## config.mk

```make
export PLATFORM = sky130hd
export DESIGN_NAME = boot_uart_loader
export DESIGN_NICKNAME = d
export VERILOG_FILES = /design/src/rtl/boot_uart_loader.sv
export SDC_FILE = /design/constraint.sdc
export NUM_CORES = 1
export LEC_CHECK = 0
export BUFFER_PORTS_ARGS = -buffer_cell sky130_fd_sc_hd__buf_2
export CORE_UTILIZATION = 30
export CTS_BUF_LIST = sky130_fd_sc_hd__clkbuf_4 sky130_fd_sc_hd__clkbuf_8 sky130_fd_sc_hd__clkbuf_16
export CTS_CLUSTER_SIZE = 28
export DETAILED_ROUTE_END_ITERATION = 7
export SETUP_SLACK_MARGIN = 0.02
export SLEW_MARGIN = 25
export SYNTH_ARGS = -nofsm -noshare
export SYNTH_HDL_FRONTEND = slang
export SYNTH_SLANG_ARGS = --single-unit
export TNS_END_PERCENT = 1
```

## constraint.sdc

```tcl
create_clock -name clk -period 5.2 [get_ports clk]
set_input_delay 0.52 -clock clk [delete_from_list [all_inputs] [get_ports clk]]
set_output_delay 0.52 -clock clk [all_outputs]
set_load 0.005 [all_outputs]
```

## src/rtl/boot_uart_loader.sv

```systemverilog
// Boot loader: parses SYNC/address/length/data frames from the boot UART and issues word writes.
// Define BOOT_UART_LOADER_CHECKSUM_EN to add a trailing 8-bit sum byte checked after the data.
module boot_uart_loader #(
  parameter logic [7:0]  SYNC_BYTE      = 8'hA5,
  parameter int unsigned TIMEOUT_CYCLES = 50000000
) (
  input  logic        clk,
  input  logic        reset,
  input  logic        byte_valid,
  input  logic [7:0]  byte_data,
  output logic        mem_we,
  output logic [31:0] mem_addr,
  output logic [31:0] mem_wdata,
  output logic        busy,
  output logic        done,
  output logic        error
);
  localparam logic [31:0] TMO_LOAD = 32'(TIMEOUT_CYCLES);

  typedef enum logic [2:0] {
    IDLE = 3'd0,
    ADDR = 3'd1,
    LEN  = 3'd2,
    DATA = 3'd3
`ifdef BOOT_UART_LOADER_CHECKSUM_EN
    , CSUM = 3'd4
`endif
  } state_t;

`ifdef BOOT_UART_LOADER_CHECKSUM_EN
  localparam state_t FIN = CSUM;
  logic [7:0] sum;
`else
  localparam state_t FIN = IDLE;
`endif

  state_t      state, state_nxt;
  logic [1:0]  idx;
  logic [31:0] shreg, base, cnt, tmo, word;
  logic        sync_hit, collect, byte_last, tmo_exp;
  logic        we_set, done_set, err_set;

  // Little-endian assembly: each new byte enters at the top, so byte 0 ends up in [7:0].
  assign word      = {byte_data, shreg[31:8]};
  assign sync_hit  = (state == IDLE) && byte_valid && (byte_data == SYNC_BYTE);
  assign collect   = byte_valid && ((state == ADDR) || (state == LEN) || (state == DATA));
  assign byte_last = collect && (idx == 2'd3);
  // A byte arriving while the counter sits at 0 still counts; expiry needs a silent cycle.
  assign tmo_exp   = (state != IDLE) && !byte_valid && (tmo == 32'd0);

  always_ff @(posedge clk or posedge reset) begin
    if (reset) state <= IDLE;
    else       state <= state_nxt;
  end

  always_comb begin
    state_nxt = state;
    case (state)
      IDLE: if (sync_hit) state_nxt = ADDR;
      ADDR: if (byte_last) state_nxt = LEN;
      LEN:  if (byte_last) state_nxt = (word == 32'd0) ? FIN : DATA;
      DATA: if (byte_last && (cnt == 32'd1)) state_nxt = FIN;
`ifdef BOOT_UART_LOADER_CHECKSUM_EN
      CSUM: if (byte_valid) state_nxt = IDLE;
`endif
      default: state_nxt = IDLE;
    endcase
    if (tmo_exp) state_nxt = IDLE;
  end

  always_comb begin
    busy     = (state != IDLE);
    we_set   = (state == DATA) && byte_last;
    done_set = 1'b0;
    err_set  = tmo_exp;
`ifdef BOOT_UART_LOADER_CHECKSUM_EN
    if ((state == CSUM) && byte_valid) begin
      if (byte_data == sum) done_set = 1'b1;
      else                  err_set  = 1'b1;
    end
`else
    if ((state == LEN) && byte_last && (word == 32'd0)) done_set = 1'b1;
    if (we_set && (cnt == 32'd1))                       done_set = 1'b1;
`endif
  end

  always_ff @(posedge clk or posedge reset) begin
    if (reset) begin
      mem_we    <= 1'b0;
      mem_addr  <= 32'd0;
      mem_wdata <= 32'd0;
      done      <= 1'b0;
      error     <= 1'b0;
      idx       <= 2'd0;
      shreg     <= 32'd0;
      base      <= 32'd0;
      cnt       <= 32'd0;
      tmo       <= TMO_LOAD;
    end else begin
      mem_we <= we_set;
      done   <= done_set;
      if (err_set)       error <= 1'b1;
      else if (sync_hit) error <= 1'b0;
      if ((state == IDLE) || byte_valid) tmo <= TMO_LOAD;
      else if (tmo != 32'd0)             tmo <= tmo - 32'd1;
      if (sync_hit) idx <= 2'd0;
      else if (collect) begin
        idx   <= idx + 2'd1;
        shreg <= word;
      end
      if ((state == ADDR) && byte_last) base <= {word[31:2], 2'b00};
      if ((state == LEN) && byte_last)  cnt  <= word;
      // base doubles as the next write address so mem_addr only moves on a write
      if (we_set) begin
        mem_addr  <= base;
        mem_wdata <= word;
        base      <= base + 32'd4;
        cnt       <= cnt - 32'd1;
      end
    end
  end

`ifdef BOOT_UART_LOADER_CHECKSUM_EN
  always_ff @(posedge clk or posedge reset) begin
    if (reset)                               sum <= 8'd0;
    else if (sync_hit)                       sum <= 8'd0;
    else if ((state == DATA) && byte_valid)  sum <= sum + byte_data;
  end
`endif

endmodule

```

==> results.md, run 1 <==
- Status: finished, final reports clean
- Worst hold path class: input pin to asynchronous set/reset pin
- Max_slew headroom: 29.6%
- Drt pass-1 iters: 5
- H-tree Lvls: 4
- Peak Freq: 343 MHz
- Max stage delay cell, worst path: nand2_1
- Port Buffer Count: 76
- Placed wire-length estimate: 16600 µm
- Worst Path Arrival: 3190 ps
- Critical Path Source Type: register
- Setup TNS: 0 ps
- CTS tree: built
- Max Slew Vio Count: 0
- Number of routed nets with antenna violations: 0
- Most used DFF post-synth: dfrtp_1
- Clk pin slew, worst setup/hold paths: 80 ps
- GRT overflow: 0
- IR drop worst, VDD: 0.278 mV
- Per-cell routed wire length: 17.5 µm
- Clock skew: 15.9 ps
- Pleak: 4.72 nW
- Longest Clk Path Bufs: 2
- Postcts setup bufs: 0
- Worst-path maximum fanout: 30
- RSZ-0062 raised after global routing: no
- Area Overhead vs Synth: 15.3%
- Synth Area in XOR/XNOR: 0.751%
- Post-layout net count: 1076
- Leading cell type in the layout, fill and taps excluded: nand2_1
- Yosys warning total: 0
- Flops & latches, synth: 187
- Worst hold slack: 186 ps
- Residual DRC: 0
- Vias per cell: 5.42
- Avg Inst Size Synth: 9.21 µm²
- GRT Total Usage: 16.6%
- Type of the worst setup path: register to register
- Fraction of registers with async set/reset: 100%
- Crit path cell chain: buf_4, inv_1, nor2_4, nand2_1, o311ai_0, o311ai_0
- Simple-gate portion of the synthesized area: 25.4%
- Min Tclk post-route: 2910 ps
- I/O pin total: 79
- Adder-cell share of the synthesized area: 0.670%
- DIE HEIGHT: 178 µm
- Total Wirelength: 25600 µm
- Compound-Gate Fraction of Synth Area: 14.8%
- Core region area: 30600 µm²
- Fill count: 3119
- Dominant combinational cell family by area after synthesis: simple AND/OR/NAND/NOR gates
- Mux cell area share after synthesis: 4.61%
- DRT iter0 DRCs: 698
- Mapped Cells: 1014
- Layout cells sized above 1: 17.6%
- Final hold violations: 0
- EDFF count, synth: 0
- Required time worst endpoint: 5480 ps
- Antenna Cells: 0
- Worst-Margin Slew: 1050 ps
- Die area: 31800 µm²
- CTS Hold Buffers Added: 0
- Library cells used by synthesis: 73
- Cell Rows: 64
- CTS Root Cell: clkbuf_16
- Max Cap Viol: 0
- Antenna violations before repair: 0
- Final Setup Violations: 0
- Clock sinks: 187
- Power per cell area: 548 nW/µm²
- Post-CTS sizing: 0
- Most frequent CP cell: o311ai_0
- Starting Density: 30.5%
- Pin count of the biggest net entering global routing: 188
- Sequential fraction of the synthesis area: 50.3%
- Synthesized cell area: 9340 µm²
- Insertion delay to the later sink of the worst-skew pair: 440 ps
- Overall Power: 0.00590 W
- GPL Wtd Cong: 0.835
- DR vias: 7964
- TritonCTS Buffers: 17
- Vias in the first global route: 7371
- Fin crit share: 56.1%
- Die W: 178 µm
- R2R cell count: 6
- First-pass GRT wire length: 41200 µm
- Most frequent cells in the layout: 224 x nand2_1, 175 x dfrtp_1, 76 x buf_2
- CP peak stage delay: 630 ps
- Crit. End Element: register
==> stage by stage <==
stage / setup WS, ps / std cells / instance area, µm² / util, %
finish: 2290 / 1469 / 10800 / 35.2
global route: 2130 / 1469 / 10800 / 35.2
CTS: 2290 / 1468 / 10700 / 35.1
detailed placement: 2290 / 1436 / 10100 / 32.9
global placement: 2310 / 1436 / 10100 / 32.9
floorplan: 2280 / 1015 / 9340 / -
==> registers in the layout, indices dropped and copies added, names as in the netlist <==
| name | flops |
|---|---|
| state | 2 |
| mem_wdata | 32 |
| tmo | 32 |
| cnt | 32 |
| mem_we | 1 |
| idx | 2 |
| mem_addr | 30 |
| error | 1 |
| shreg | 24 |
| done | 1 |
| base | 30 |
==> synth_stat cells (5+ instances only) <==
library cell | instances | share of area [%]
a21oi_1 | 53 | 2.8
and3_1 | 12 | 0.80
and2_1 | 7 | 0.47
nand2_1 | 225 | 9.0
nor3_1 | 29 | 1.6
nand2b_1 | 6 | 0.40
ha_1 | 5 | 0.67
nor2_1 | 50 | 2.0
o22a_1 | 5 | 0.47
nand3_1 | 37 | 2.0
clkbuf_1 | 45 | 1.8
or2_2 | 7 | 0.47
a31oi_1 | 9 | 0.60
o21a_1 | 7 | 0.56
dfrtp_1 | 175 | 47
o211ai_1 | 7 | 0.56
nor4_1 | 23 | 1.5
o21ai_0 | 39 | 2.1
or3_1 | 20 | 1.3
dfstp_2 | 12 | 3.4
buf_1 | 10 | 0.40
o31ai_1 | 10 | 0.80
nand4_1 | 21 | 1.4
inv_1 | 17 | 0.68
or4_1 | 18 | 1.4
o22ai_1 | 27 | 1.8
mux2i_1 | 16 | 1.7
and4_1 | 5 | 0.47
mux2_2 | 24 | 2.9
==> final timing paths <==
check                                              start                         to  slack (ps)
max in group asynchronous                          reset      shreg[11]$_DFFE_PP0P_        4140
worst max-delay path                state[1]$_DFFE_PP0P_        cnt[27]$_DFFE_PP0P_        2290
min in group clk                            byte_data[6]  mem_wdata[30]$_DFFE_PP0P_         370
worst max register to register      state[1]$_DFFE_PP0P_        cnt[27]$_DFFE_PP0P_        2290
worst min-delay path                               reset        cnt[24]$_DFFE_PP0P_         190
worst min register to register  mem_addr[23]$_DFFE_PP0P_   mem_addr[23]$_DFFE_PP0P_         470
==> kinds of logic (layout without fill, tap and decap cells) <==
group           Yosys count  in the layout
other cells               1              2
mux                      40             40
buf+inv                  79            137
simple gates            484            484
flops                   187            187
xor+xnor                  8              8
compound gates          210            210
fa+ha+maj                 5              5
==> critical path: cells and delay by family, from the launching register on <==
kind,cells,cell delay (ps)
compound gates,2,460
buf+inv,2,720
flops,1,320
simple gates,2,1220
==> metal layers <==
| metal | wire length (µm) | share of wire (%) | GRT usage, % |
|---|---|---|---|
| met4 | 375 | 1.5 | 4.48 |
| met2 | 11600 | 45 | 24.9 |
| met1 | 12300 | 48 | 24.2 |
| met5 | 0 | 0 | 0 |
| met3 | 1390 | 5.4 | 3.45 |
==> area by class of cell <==
class,instances,area (µm²),area share [%]
tap,396,495,4.60
clock buffer,19,453,4.21
clock inverter,13,200,1.86
inverter,17,67.6,0.628
multi-input combinational,749,4350,40.4
sequential,187,4690,43.6
timing repair buffer,88,503,4.67
==> report_power, final <==
group | internal [W] | leakage (nW) | switching (W) | total, W
Combinational | 0.000785 | 2.07 | 0.00101 | 0.00179
Sequential | 0.00201 | 2.33 | 0.000668 | 0.00267
Clock | 0.000807 | 0.314 | 0.000627 | 0.00143
Total | 0.00360 | 4.72 | 0.00230 | 0.00590
Power figures use the tool's default switching activity.
==> inputs of run 2 (changes only) <==
--- a/config.mk
+++ b/config.mk
@@ -5,6 +5,7 @@
 export SDC_FILE = /design/constraint.sdc
 export NUM_CORES = 1
 export LEC_CHECK = 0
+export ABC_AREA = 1
 export BUFFER_PORTS_ARGS = -buffer_cell sky130_fd_sc_hd__buf_2
 export CORE_UTILIZATION = 30
 export CTS_BUF_LIST = sky130_fd_sc_hd__clkbuf_4 sky130_fd_sc_hd__clkbuf_8 sky130_fd_sc_hd__clkbuf_16
==> constraint.sdc (replaced) <==
create_clock -name clk -period 2.8 [get_ports clk]
set_input_delay 0.28 -clock clk [delete_from_list [all_inputs] [get_ports clk]]
set_output_delay 0.28 -clock clk [all_outputs]
set_load 0.005 [all_outputs]
==> results.md, run 2 <==
- Status: finished, final reports clean
- GRT overflow: 0
- Drt pass-1 iters: 8
- Crit. End Element: register
- Layout cells sized above 1: 11.4%
- RSZ-0062 raised after global routing: no
- Worst Path Arrival: 2610 ps
- Most frequent cells in the layout: 401 x nand2_1, 190 x nor2_1, 175 x dfrtp_1
- Min Tclk post-route: 2240 ps
- Yosys warning total: 0
- EDFF count, synth: 0
- Synthesized cell area: 10200 µm²
- FF-to-FF setup slack: 560 ps
- Max_slew headroom: 55.8%
- Final Setup Violations: 0
- Clock sinks: 187
- Required time worst endpoint: 3170 ps
- Postcts setup bufs: 0
- Library cells used by synthesis: 43
- Placed wire-length estimate: 22100 µm
- Worst-path maximum fanout: 30
- Port Buffer Count: 76
- Critical Path Source Type: register
- Antenna violations before repair: 1
- DRT iter0 DRCs: 692
- Max Slew Vio Count: 0
- CTS Root Cell: clkbuf_16
- Leading cell type in the layout, fill and taps excluded: nand2_1
- Cell Rows: 67
- Clk pin slew, worst setup/hold paths: 80 ps
- First-pass GRT wire length: 47500 µm
- Post-layout net count: 1492
- Most used DFF post-synth: dfrtp_1
- CTS tree: built
- Synth area leaders: dfrtp_1 43%, nand2_1 15%, nor2_1 7.0%
- DIE HEIGHT: 186 µm
- GRT Total Usage: 17.9%
- H-tree Lvls: 4
- Type of the worst setup path: register to register
- IR drop worst, VDD: 0.500 mV
- Sequential fraction of the synthesis area: 46.2%
- Insertion delay to the later sink of the worst-skew pair: 450 ps
- Cell taking the most area after synthesis: dfrtp_1
- CTS Hold Buffers Added: 1
- Synth top cells by count: 401 x nand2_1, 190 x nor2_1, 175 x dfrtp_1, 173 x inv_1, 130 x o21ai_0
- Leading registers by flop count: cnt: 32 flops, mem_wdata: 32 flops, tmo: 32 flops
- Worst-Margin Slew: 664 ps
- Fin crit share: 79.8%
- Worst hold path class: input pin to register
- Mapped Cells: 1412
- Longest Clk Path Bufs: 2
- Power per cell area: 926 nW/µm²
- Share of the synthesized area in the top cell type: 43.1%
- Fraction of registers with async set/reset: 100%
- GPL Wtd Cong: 0.906
- Post-CTS sizing: 0
- Dpl cell area: 11000 µm²
- Post-route cell area: 11600 µm²
- TritonCTS Buffers: 17
- DR vias: 9225
- Pin count of the biggest net entering global routing: 111
- Avg Inst Size Synth: 7.20 µm²
- Peak Freq: 447 MHz
- Vias per cell: 4.76
- Core region area: 33400 µm²
- Per-cell routed wire length: 15.4 µm
- Count leader, synth: nand2_1
- Die W: 186 µm
- Area Overhead vs Synth: 14.4%
- Residual DRC: 0
- Flops & latches, synth: 187
- I/O pin total: 79
- Vias in the first global route: 8883
- Clock skew: 14.2 ps
- Pleak: 5.67 nW
- Die area: 34600 µm²
- Antenna Cells: 0
- Total Wirelength: 29800 µm
- Final hold violations: 0
- Setup TNS: 0 ps
- Starting Density: 30.4%
- Number of routed nets with antenna violations: 0
- Max Cap Viol: 0
-- run 2: through the flow --
| stage | power [W] | hold WS (ps) | utilization (%) | worst slack [ps] | cells |
|---|---|---|---|---|---|
| floorplan | 0.00691 | 441 | - | 123 | 1413 |
| global route | 0.0117 | 199 | 34.8 | 309 | 1937 |
| finish | 0.0108 | 198 | 34.8 | 564 | 1937 |
| global placement | 0.00828 | 188 | 33.0 | 602 | 1904 |
| detailed placement | 0.00835 | 187 | 33.0 | 596 | 1904 |
| CTS | 0.0108 | 176 | 34.8 | 574 | 1937 |
-- run 2: critical path: stages (launching register included) --
cell	delay [ps]
dfrtp_1	580
nor2_2	140
nor2_2	170
nand3_4	280
inv_2	310
buf_4	280
nand4_1	140
o21ai_1	140
nand2_1	50
o21ai_0	60
-- run 2: cell families after synthesis --
group,count (synthesis),share of synthesized area (%)
simple gates,752,30.8
buf+inv,228,9.05
other cells,1,0.0369
xor+xnor,19,1.64
flops,187,46.2
compound gates,220,11.7
fa+ha+maj,5,0.615
-- run 2: cell type report --
cell class | instances | area (µm²)
fill | 3584 | 21800
sequential | 187 | 4690
multi-input combinational | 998 | 4570
inverter | 181 | 684
tap | 448 | 561
timing repair buffer | 91 | 546
clock buffer | 18 | 439
clock inverter | 14 | 145
-- run 2: report_power, final --
part           internal, W  switching, W  total [W]
clock network      0.00122       0.00123    0.00245
registers          0.00367      0.000942    0.00461
logic              0.00132       0.00240    0.00372
-- run 2: final timing paths --
path / endpoint / startpoint / cells after the start
setup / recovery: cnt[13]$_DFFE_PP0P_ / state[1]$_DFFE_PP0P_ / 9
hold / removal: shreg[29]$_DFFE_PP0P_ / byte_data[5] / 3
setup reg to reg: cnt[13]$_DFFE_PP0P_ / state[1]$_DFFE_PP0P_ / 9
hold reg to reg: mem_addr[29]$_DFFE_PP0P_ / mem_addr[29]$_DFFE_PP0P_ / 2
max in group asynchronous: base[28]$_DFFE_PP0P_ / reset / 4
min in group asynchronous: mem_wdata[19]$_DFFE_PP0P_ / reset / 3
-- run 2: routing by layer --
metal | GRT usage, % | share of wire, % | routed length (µm) | vias to the layer above
li1 | - | - | - | 4616
met1 | 23.0 | 45 | 13400 | 4319
met2 | 29.2 | 46 | 13800 | 244
met3 | 4.07 | 6.0 | 1790 | 44
met4 | 7.05 | 2.7 | 819 | 2
met5 | 0 | 0.044 | 13 | -
